$ cat config.mk
export PLATFORM = sky130hd
export DESIGN_NAME = regfile_sb_flat
export DESIGN_NICKNAME = d
export VERILOG_FILES = /design/src/rtl/regfile_sb_if.sv /design/src/rtl/regfile_sb.sv /design/src/flat_wrapper.sv
export SDC_FILE = /design/constraint.sdc
export NUM_CORES = 2
export LEC_CHECK = 0
export ABC_AREA = 1
export CORE_ASPECT_RATIO = 1.2
export CORE_MARGIN = 3
export CORE_UTILIZATION = 57
export DETAILED_ROUTE_END_ITERATION = 8
export HOLD_SLACK_MARGIN = 0.06
export PLACE_DENSITY_LB_ADDON = 0.1
export SLEW_MARGIN = 10
export SYNTH_ARGS = -nofsm -noshare
export SYNTH_HDL_FRONTEND = slang
export SYNTH_SLANG_ARGS = --single-unit
$ cat constraint.sdc
create_clock -name clk -period 32 [get_ports clk]
set_input_delay 4.8 -clock clk [delete_from_list [all_inputs] [get_ports clk]]
set_output_delay 4.8 -clock clk [all_outputs]
set_load 0.05 [all_outputs]
$ cat src/rtl/regfile_sb_if.sv
// ---------------------------------------------------------------------------
// regfile_sb_if
// Bundle of every non-clock signal of the register file / scoreboard.
//
// Handshake semantics: this bus has no valid/ready pair. Every request
// (we, rsv_en, flush) is a single-cycle strobe that the register file always
// accepts and samples on the rising clock edge. Read ports, rdN_pend and
// rsv_conflict are combinational responses to the current request. pend_count
// and err are registered and change only on the edge.
//
// Modports:
//   master : decode / writeback side (drives addresses, data and strobes)
//   slave  : register file (drives read data, pending flags, status)
// ---------------------------------------------------------------------------
interface regfile_sb_if #(
    parameter int XLEN  = 32,
    parameter int NREGS = 32
);
    localparam int AW = $clog2(NREGS);
    localparam int CW = $clog2(NREGS + 1);

    // Read side
    logic [AW-1:0]   rs1;
    logic [AW-1:0]   rs2;
    logic [XLEN-1:0] rdout1;
    logic [XLEN-1:0] rdout2;
    logic            rd1_pend;
    logic            rd2_pend;

    // Writeback side
    logic            we;
    logic [AW-1:0]   wraddr;
    logic [XLEN-1:0] wrdata;

    // Scoreboard side
    logic            rsv_en;
    logic [AW-1:0]   rsv_addr;
    logic            flush;
    logic            rsv_conflict;
    logic [CW-1:0]   pend_count;
    logic            err;

    modport master (
        output rs1, rs2, we, wraddr, wrdata, rsv_en, rsv_addr, flush,
        input  rdout1, rdout2, rd1_pend, rd2_pend, rsv_conflict, pend_count, err
    );

    modport slave (
        input  rs1, rs2, we, wraddr, wrdata, rsv_en, rsv_addr, flush,
        output rdout1, rdout2, rd1_pend, rd2_pend, rsv_conflict, pend_count, err
    );
endinterface

$ cat src/rtl/regfile_sb.sv
// ---------------------------------------------------------------------------
// regfile_sb
// Parametrised register file with an integrated pending-bit scoreboard.
// x0 is hardwired to zero and can never be pending. A writeback stores data
// and clears the pending bit; a reservation sets it. When both hit the same
// register in one cycle the data is written and the reservation wins. flush
// clears every pending bit but does not block the data write.
//
// Parameters:
//   XLEN   : data width
//   NREGS  : register count (power of two, >= 2)
//   BYPASS : 1 = same-cycle write forwarded to read data and pending flags
//
// Ports:
//   clk : clock, all state on the rising edge
//   rst : asynchronous active-high reset
//   bus : regfile_sb_if.slave (read ports, writeback, reservation, status)
// ---------------------------------------------------------------------------
module regfile_sb #(
    parameter int XLEN   = 32,
    parameter int NREGS  = 32,
    parameter int BYPASS = 1
) (
    input  logic         clk,
    input  logic         rst,
    regfile_sb_if.slave  bus
);
    localparam int AW = $clog2(NREGS);
    localparam int CW = $clog2(NREGS + 1);

    logic [XLEN-1:0]  r_mem [NREGS];
    logic [NREGS-1:0] r_pend;
    logic [CW-1:0]    r_pend_count;
    logic             r_err;

    logic w_wr_hit;
    logic w_rsv_hit;
    logic w_same_addr;
    logic w_conflict;
    logic w_orphan;
    logic w_inc;
    logic w_dec;
    logic w_byp1;
    logic w_byp2;

    // A write or reservation to x0 is a no-op everywhere.
    assign w_wr_hit    = bus.we && (bus.wraddr != '0);
    assign w_rsv_hit   = bus.rsv_en && (bus.rsv_addr != '0);
    assign w_same_addr = w_wr_hit && w_rsv_hit && (bus.wraddr == bus.rsv_addr);

    assign w_conflict = w_rsv_hit && r_pend[bus.rsv_addr]
                        && !(bus.we && (bus.wraddr == bus.rsv_addr));
    assign w_orphan   = w_wr_hit && !r_pend[bus.wraddr] && !bus.flush;

    // Count changes track real bit transitions: a set only counts on a
    // currently-clear bit, a clear only on a currently-set bit that is not
    // being re-reserved in the same cycle.
    assign w_inc = w_rsv_hit && !r_pend[bus.rsv_addr];
    assign w_dec = w_wr_hit && r_pend[bus.wraddr] && !w_same_addr;

    // Forwarding select per read port; the rs != 0 term keeps x0 at zero.
    assign w_byp1 = (BYPASS != 0) && bus.we && (bus.wraddr == bus.rs1) && (bus.rs1 != '0);
    assign w_byp2 = (BYPASS != 0) && bus.we && (bus.wraddr == bus.rs2) && (bus.rs2 != '0);

    assign bus.rdout1   = w_byp1 ? bus.wrdata : r_mem[bus.rs1];
    assign bus.rdout2   = w_byp2 ? bus.wrdata : r_mem[bus.rs2];
    assign bus.rd1_pend = w_byp1 ? 1'b0 : r_pend[bus.rs1];
    assign bus.rd2_pend = w_byp2 ? 1'b0 : r_pend[bus.rs2];

    assign bus.rsv_conflict = w_conflict;
    assign bus.pend_count   = r_pend_count;
    assign bus.err          = r_err;

    // Data array; r_mem[0] is never written so it stays zero.
    always_ff @(posedge clk or posedge rst) begin
        if (rst) begin
            for (int i = 0; i < NREGS; i++) begin
                r_mem[i] <= '0;
            end
        end else if (w_wr_hit) begin
            r_mem[bus.wraddr] <= bus.wrdata;
        end
    end

    // Pending bits; the reserve assignment comes last so it wins a
    // same-address collision with a writeback.
    always_ff @(posedge clk or posedge rst) begin
        if (rst) begin
            r_pend <= '0;
        end else if (bus.flush) begin
            r_pend <= '0;
        end else begin
            if (w_wr_hit) begin
                r_pend[bus.wraddr] <= 1'b0;
            end
            if (w_rsv_hit) begin
                r_pend[bus.rsv_addr] <= 1'b1;
            end
        end
    end

    always_ff @(posedge clk or posedge rst) begin
        if (rst) begin
            r_pend_count <= '0;
        end else if (bus.flush) begin
            r_pend_count <= '0;
        end else if (w_inc && !w_dec) begin
            r_pend_count <= r_pend_count + CW'(1);
        end else if (w_dec && !w_inc) begin
            r_pend_count <= r_pend_count - CW'(1);
        end
    end

    // Sticky protocol error: double reservation or orphan writeback.
    always_ff @(posedge clk or posedge rst) begin
        if (rst) begin
            r_err <= 1'b0;
        end else if (w_conflict || w_orphan) begin
            r_err <= 1'b1;
        end
    end
endmodule

$ cat src/flat_wrapper.sv
// flat-port wrapper written by rule: the top's interface ports become plain ports
module regfile_sb_flat 
#(
    parameter int XLEN   = 32,
    parameter int NREGS  = 32,
    parameter int BYPASS = 1
)
  (clk, rst, bus_rs1, bus_rs2, bus_we, bus_wraddr, bus_wrdata, bus_rsv_en, bus_rsv_addr, bus_flush, bus_rdout1, bus_rdout2, bus_rd1_pend, bus_rd2_pend, bus_rsv_conflict, bus_pend_count, bus_err);
  regfile_sb_if #(.XLEN(XLEN), .NREGS(NREGS)) bus_i ();
  input  logic clk;
  input  logic rst;
  input wire logic [$bits(bus_i.rs1)-1:0] bus_rs1;
  input wire logic [$bits(bus_i.rs2)-1:0] bus_rs2;
  input wire logic [$bits(bus_i.we)-1:0] bus_we;
  input wire logic [$bits(bus_i.wraddr)-1:0] bus_wraddr;
  input wire logic [$bits(bus_i.wrdata)-1:0] bus_wrdata;
  input wire logic [$bits(bus_i.rsv_en)-1:0] bus_rsv_en;
  input wire logic [$bits(bus_i.rsv_addr)-1:0] bus_rsv_addr;
  input wire logic [$bits(bus_i.flush)-1:0] bus_flush;
  output wire logic [$bits(bus_i.rdout1)-1:0] bus_rdout1;
  output wire logic [$bits(bus_i.rdout2)-1:0] bus_rdout2;
  output wire logic [$bits(bus_i.rd1_pend)-1:0] bus_rd1_pend;
  output wire logic [$bits(bus_i.rd2_pend)-1:0] bus_rd2_pend;
  output wire logic [$bits(bus_i.rsv_conflict)-1:0] bus_rsv_conflict;
  output wire logic [$bits(bus_i.pend_count)-1:0] bus_pend_count;
  output wire logic [$bits(bus_i.err)-1:0] bus_err;
  assign bus_i.rs1 = bus_rs1;
  assign bus_i.rs2 = bus_rs2;
  assign bus_i.we = bus_we;
  assign bus_i.wraddr = bus_wraddr;
  assign bus_i.wrdata = bus_wrdata;
  assign bus_i.rsv_en = bus_rsv_en;
  assign bus_i.rsv_addr = bus_rsv_addr;
  assign bus_i.flush = bus_flush;
  assign bus_rdout1 = bus_i.rdout1;
  assign bus_rdout2 = bus_i.rdout2;
  assign bus_rd1_pend = bus_i.rd1_pend;
  assign bus_rd2_pend = bus_i.rd2_pend;
  assign bus_rsv_conflict = bus_i.rsv_conflict;
  assign bus_pend_count = bus_i.pend_count;
  assign bus_err = bus_i.err;
  regfile_sb #(.XLEN(XLEN), .NREGS(NREGS), .BYPASS(BYPASS)) u_core (.clk(clk), .rst(rst), .bus(bus_i));
endmodule
### After elaboration in Yosys (flattened, before gate mapping)

Index checks and enable logic that the tools add are counted.

* mux-type cells: 32
* reduce and logical (&&, ||, !) cells: 34
* $add $sub $neg: 2
* equal/unequal tests: 3
* magnitude comparators: 10
* bitwise operators: 6

Operators by type and width (count)
* $bwmux W1024: 1
* $mux W32: 11
* $bmux W32 S5: 2
* $demux W32 S5: 1
* $and A32 B32 Y32: 1
* $not A32 Y32: 1
* $or A32 B32 Y32: 1
* $lt A5 B6 Y1 const B: 4
* $logic_and A1 B1 Y1: 21
* $bmux W1 S5: 4
* $reduce_bool A5 Y1: 4
* $ge A6 B6 Y1 const B: 3
* $mux W6: 3
* $not A5 Y6: 3
* $eq A5 B5 Y1: 3
* $demux W1 S5: 2
* $ge A5 B1 Y1 const B: 2
* $mux W1: 8
* $logic_not A1 Y1: 7
* $add A6 B1 Y6 const B: 1
* $lt A6 B1 Y1 const B: 1
* $sub A6 B1 Y6 const B: 1
* $reduce_bool A3 Y1: 1
* $logic_or A1 B1 Y1: 1

* input bits: 57
* flip-flop bits (word level): 1063
* word-level logic and storage cells: 122

### Logic depth before layout (Yosys ltp)

* depth in word-level cells: 11
* mapped depth: 24
* depth with buffers taken out: 22

### Worst setup path after synthesis

Ideal clock, no wire load.

* path kind: input -> output
* start: in bus_wraddr[4]
* end: out bus_rdout1[25]
* arrival time: 7.043 ns
* required time: 27.200 ns
* stages on the path: 8
* buffers on the path: 3
* setup slack: 20.157 ns
* cell sequence: buf_2 -> inv_1 -> o21ai_0 -> a221oi_1 -> nand4_1 -> clkbuf_1 -> clkbuf_1 -> o21ai_0

* word-level cells in the longest chain between the ends: 4

Ends and longest elaborated chain
* start: declaration: line flat_wrapper.sv:15 `input wire logic [$bits(bus_i.wraddr)-1:0] bus_wraddr;`
* $eq A5 B5 Y1: line regfile_sb.sv:62 `assign w_byp1 = (BYPASS != 0) && bus.we && (bus.wraddr == bus.rs1) && (bus.rs1 != '0);`
* $logic_and A1 B1 Y1 (2 in a row): line regfile_sb.sv:62
* $mux W32: line regfile_sb.sv:65 `assign bus.rdout1 = w_byp1 ? bus.wrdata : r_mem[bus.rs1];`
* end: declaration: line flat_wrapper.sv:20 `output wire logic [$bits(bus_i.rdout1)-1:0] bus_rdout1;`

No other way between the ends.

### Worst setup path in the final report

* start: in bus_rs2[0]
* end: out bus_rdout2[8]

* word-level cells in the longest chain between the ends: 5

Ends and longest elaborated chain
* start: declaration: line flat_wrapper.sv:13 `input wire logic [$bits(bus_i.rs2)-1:0] bus_rs2;`
* $not A5 Y6 (not written as such): line regfile_sb.sv:66 `assign bus.rdout2 = w_byp2 ? bus.wrdata : r_mem[bus.rs2];`
* $bmux W32 S5: line regfile_sb.sv:66
* $mux W32 (not written as such) (2 in a row): line regfile_sb.sv:66
* $mux W32 *: line regfile_sb.sv:66
* end: declaration: line flat_wrapper.sv:21 `output wire logic [$bits(bus_i.rdout2)-1:0] bus_rdout2;`

Every way passes the cells marked *; elsewhere a longest branch is shown, timed or not. The select of a mux whose other input is x is not followed.

==> results.json <==
{
  "synth_edf_count": 0,
  "place_area_sq_mm": 0.0592,
  "synth-async-reset-ratio_pct": 100,
  "syn-instance-count": 7924,
  "synth-seq-cells": 1063,
  "grt_pass1_vias": 56100,
  "avgSynthCellArea_sq_um": 7.37,
  "required_ns": 27.20,
  "start_util_pct": 57.9,
  "grt_util_all_layers_pct": 42.9,
  "slew_violations": 0,
  "maxUsedRoutingLayer": "met5",
  "critPathLaunch": "bus_rs2[0]",
  "grt_max_degree": 213,
  "htree_levels": 3,
  "finClkSkew_ns": 0.0277,
  "synth_nets": 7986,
  "first_pass_iters": 9,
  "routed_wl_microns": 232000,
  "ys_seq_area_share_pct": 45.6,
  "dieWidth_microns": 298,
  "yosys-top-cells-count": "o21ai_0 (1925), nand2_1 (1580), dfrtp_1 (1063), nor2_1 (917), clkbuf_1 (523)",
  "via_count": 59800,
  "io_buffers": 130,
  "max_slew_margin_pct": 3.21,
  "violations": "DRC",
  "cp-endpoint": "bus_rdout2[8]",
  "synth_warnings": 0,
  "fp.dieArea_sq_mm": 0.106,
  "hold_buffers": 0,
  "min_period_over_period_pct": 45.2,
  "leakage_nw": 27.7,
  "fmax_ghz": 0.0691,
  "grt_pass1_wl_microns": 349000,
  "finalHoldViolations": 0,
  "drt-vias-per-instance": 6.68,
  "wl_met3_microns": 32300,
  "die_y_microns": 357,
  "syn-cell-area_sq_mm": 0.0584,
  "r2r_slack_ns": 28.79,
  "synthFlopType": "dfrtp_1",
  "power.density_mw_per_mm2": 62.4,
  "reg2reg_depth": 21,
  "m1WireLength_microns": 86700,
  "num-nets-final": 7562,
  "final_util_pct": 62.5,
  "core_sq_mm": 0.101,
  "insertion_delay_ns": 0.72,
  "ir_drop_mv": 0.0500,
  "setup_viol": 0,
  "cts_setup_buffers": 0,
  "cts_root_buf": "clkbuf_16",
  "clk_path_buf_depth": 3,
  "r2r_end": "u_core.bus.pend_count[5]",
  "worstSetupPathType": "primary input to output pin",
  "clkTransAtPathRegs_ns": 0.06,
  "syn_to_final_growth_pct": 7.95,
  "dr_wl_met2_microns": 96500,
  "io_pins": 131,
  "antenna_found_initial": 22,
  "drt_iter0_drc": 9764,
  "rsz0062_at_grt": "false",
  "place_congestion": 0.882,
  "yosysTopAreaCell": "dfrtp_1",
  "final.setup.tns_ns": 0,
  "worstMarginPinSlew_ns": 1.44,
  "post_drt_wl_per_cell_microns": 26.0,
  "post_cts_resized": 0,
  "cts_buffers": 111,
  "layout_min_cycle_time_ns": 14.47,
  "synth.area.top_cells": "dfrtp_1 (46%), o21ai_0 (17%), nand2_1 (10%)",
  "end_kind": "output pin",
  "cts_tree": "done",
  "layout-drive-gt1-share_pct": 5.50,
  "yosysMostFrequentCell": "o21ai_0",
  "crit_path_max_fanout": 132,
  "critPathArrivalTime_ns": 9.67,
  "synth_top_area_share_pct": 45.6,
  "dpl.hpwl_microns": 122000,
  "num_rows": 127,
  "antenna_left": 0,
  "cts.sinks": 1063,
  "outcome": "finished, violations left",
  "timing.hold.ws_ns": 0.401,
  "drv_cap": 0,
  "drc": 29,
  "synth.distinct_cells": 49,
  "start_kind": "primary input",
  "final_area_sq_mm": 0.0630,
  "min_path_type": "register to register",
  "r2r_start": "u_core.r_pend[22]",
  "gr-total-overflow": 0
}
## worst max-delay path: stages
cell	delay, ns
buf_8	0.16
inv_8	0.55
buf_4	0.87
buf_4	0.88
o21ai_0	0.17
o22ai_1	0.15
nand2_1	0.07
nand4_1	0.16
nand3_1	0.10
o21ai_1	0.54
clkdlybuf4s50_1	0.96
## registers in the layout, indices dropped and copies added (netlist names)
name                   count
u_core.bus.pend_count      6
u_core.bus.err             1
u_core.r_pend             32
u_core.r_mem            1024
## cell usage in the layout, fill, tap and decap left out, drive strengths merged, types with 9 or more instances in the layout
cell type,instances
dfrtp,1063
clkbuf,158
o21ai,2084
nand2,1589
clkinv,26
buf,136
o21bai,11
o211ai,114
nor3,33
nand4,49
a21oi,331
o22ai,299
nor2,929
bufinv,10
or2,16
a211oi,20
a221oi,18
clkdlybuf4s50,120
nand3,198
inv,271
diode,9
o221ai,72
## final cells by class
| cell class | count | area [sq um] |
|---|---|---|
| clock buffers | 158 | 3260 |
| clock inverters | 42 | 503 |
| inverters | 271 | 1060 |
| fillers | 9135 | 37700 |
| multi-input cells | 5797 | 27500 |
| well taps | 1354 | 1690 |
| diodes | 9 | 22.5 |
| flip-flops and latches | 1063 | 26600 |
| repair buffers | 256 | 2330 |
## metrics by stage
step	power, W	instances	setup WS (ns)
after floorplan	0.00232	7924	12.54
after global placement	0.00254	8740	17.49
after detailed placement	0.00256	8741	17.76
after CTS	0.00391	8941	17.75
after global routing	0.00411	8942	17.47
final	0.00393	8950	17.53
## power by group
part | leakage (nW) | switching [W] | internal, W | total [W]
Clock | 1.86 | 0.000575 | 0.000785 | 0.00136
Sequential | 13.6 | 0.000187 | 0.00160 | 0.00178
Combinational | 12.2 | 0.000517 | 0.000274 | 0.000791
## how the worst min path moves through the flow
| stage | slack [ns] | cells past startpoint | startpoint | end |
|---|---|---|---|---|
| floorplan | 0.44 | 1 | u_core.r_mem[1023] | u_core.r_mem[1023] |
| global placement | 0.39 | 0 | u_core.r_mem[1023] | u_core.r_mem[1023] |
| detailed placement | 0.38 | 0 | u_core.r_mem[1023] | u_core.r_mem[1023] |
| CTS | 0.40 | 0 | u_core.r_mem[1023] | u_core.r_mem[1023] |
| global route | 0.41 | 0 | u_core.r_mem[1023] | u_core.r_mem[1023] |
| finish | 0.40 | 0 | u_core.r_mem[1018] | u_core.r_mem[1018] |
## routing by layer
layer / global-route usage (%) / vias to the layer above
met5: 0 / -
met4: 27.3 / 24
met3: 12.1 / 955
met2: 62.7 / 4466
met1: 56.5 / 28300
li1: - / 26100
## cell families after synthesis
logic type	after synthesis	synth area share, %
simple gates	2816	19.1
buf+inv	1064	7.61
fa+ha+maj	5	0.120
flops	1063	45.6
xor+xnor	10	0.150
compound gates	2966	27.4
Note: power is estimated with default switching activity, not from simulation.
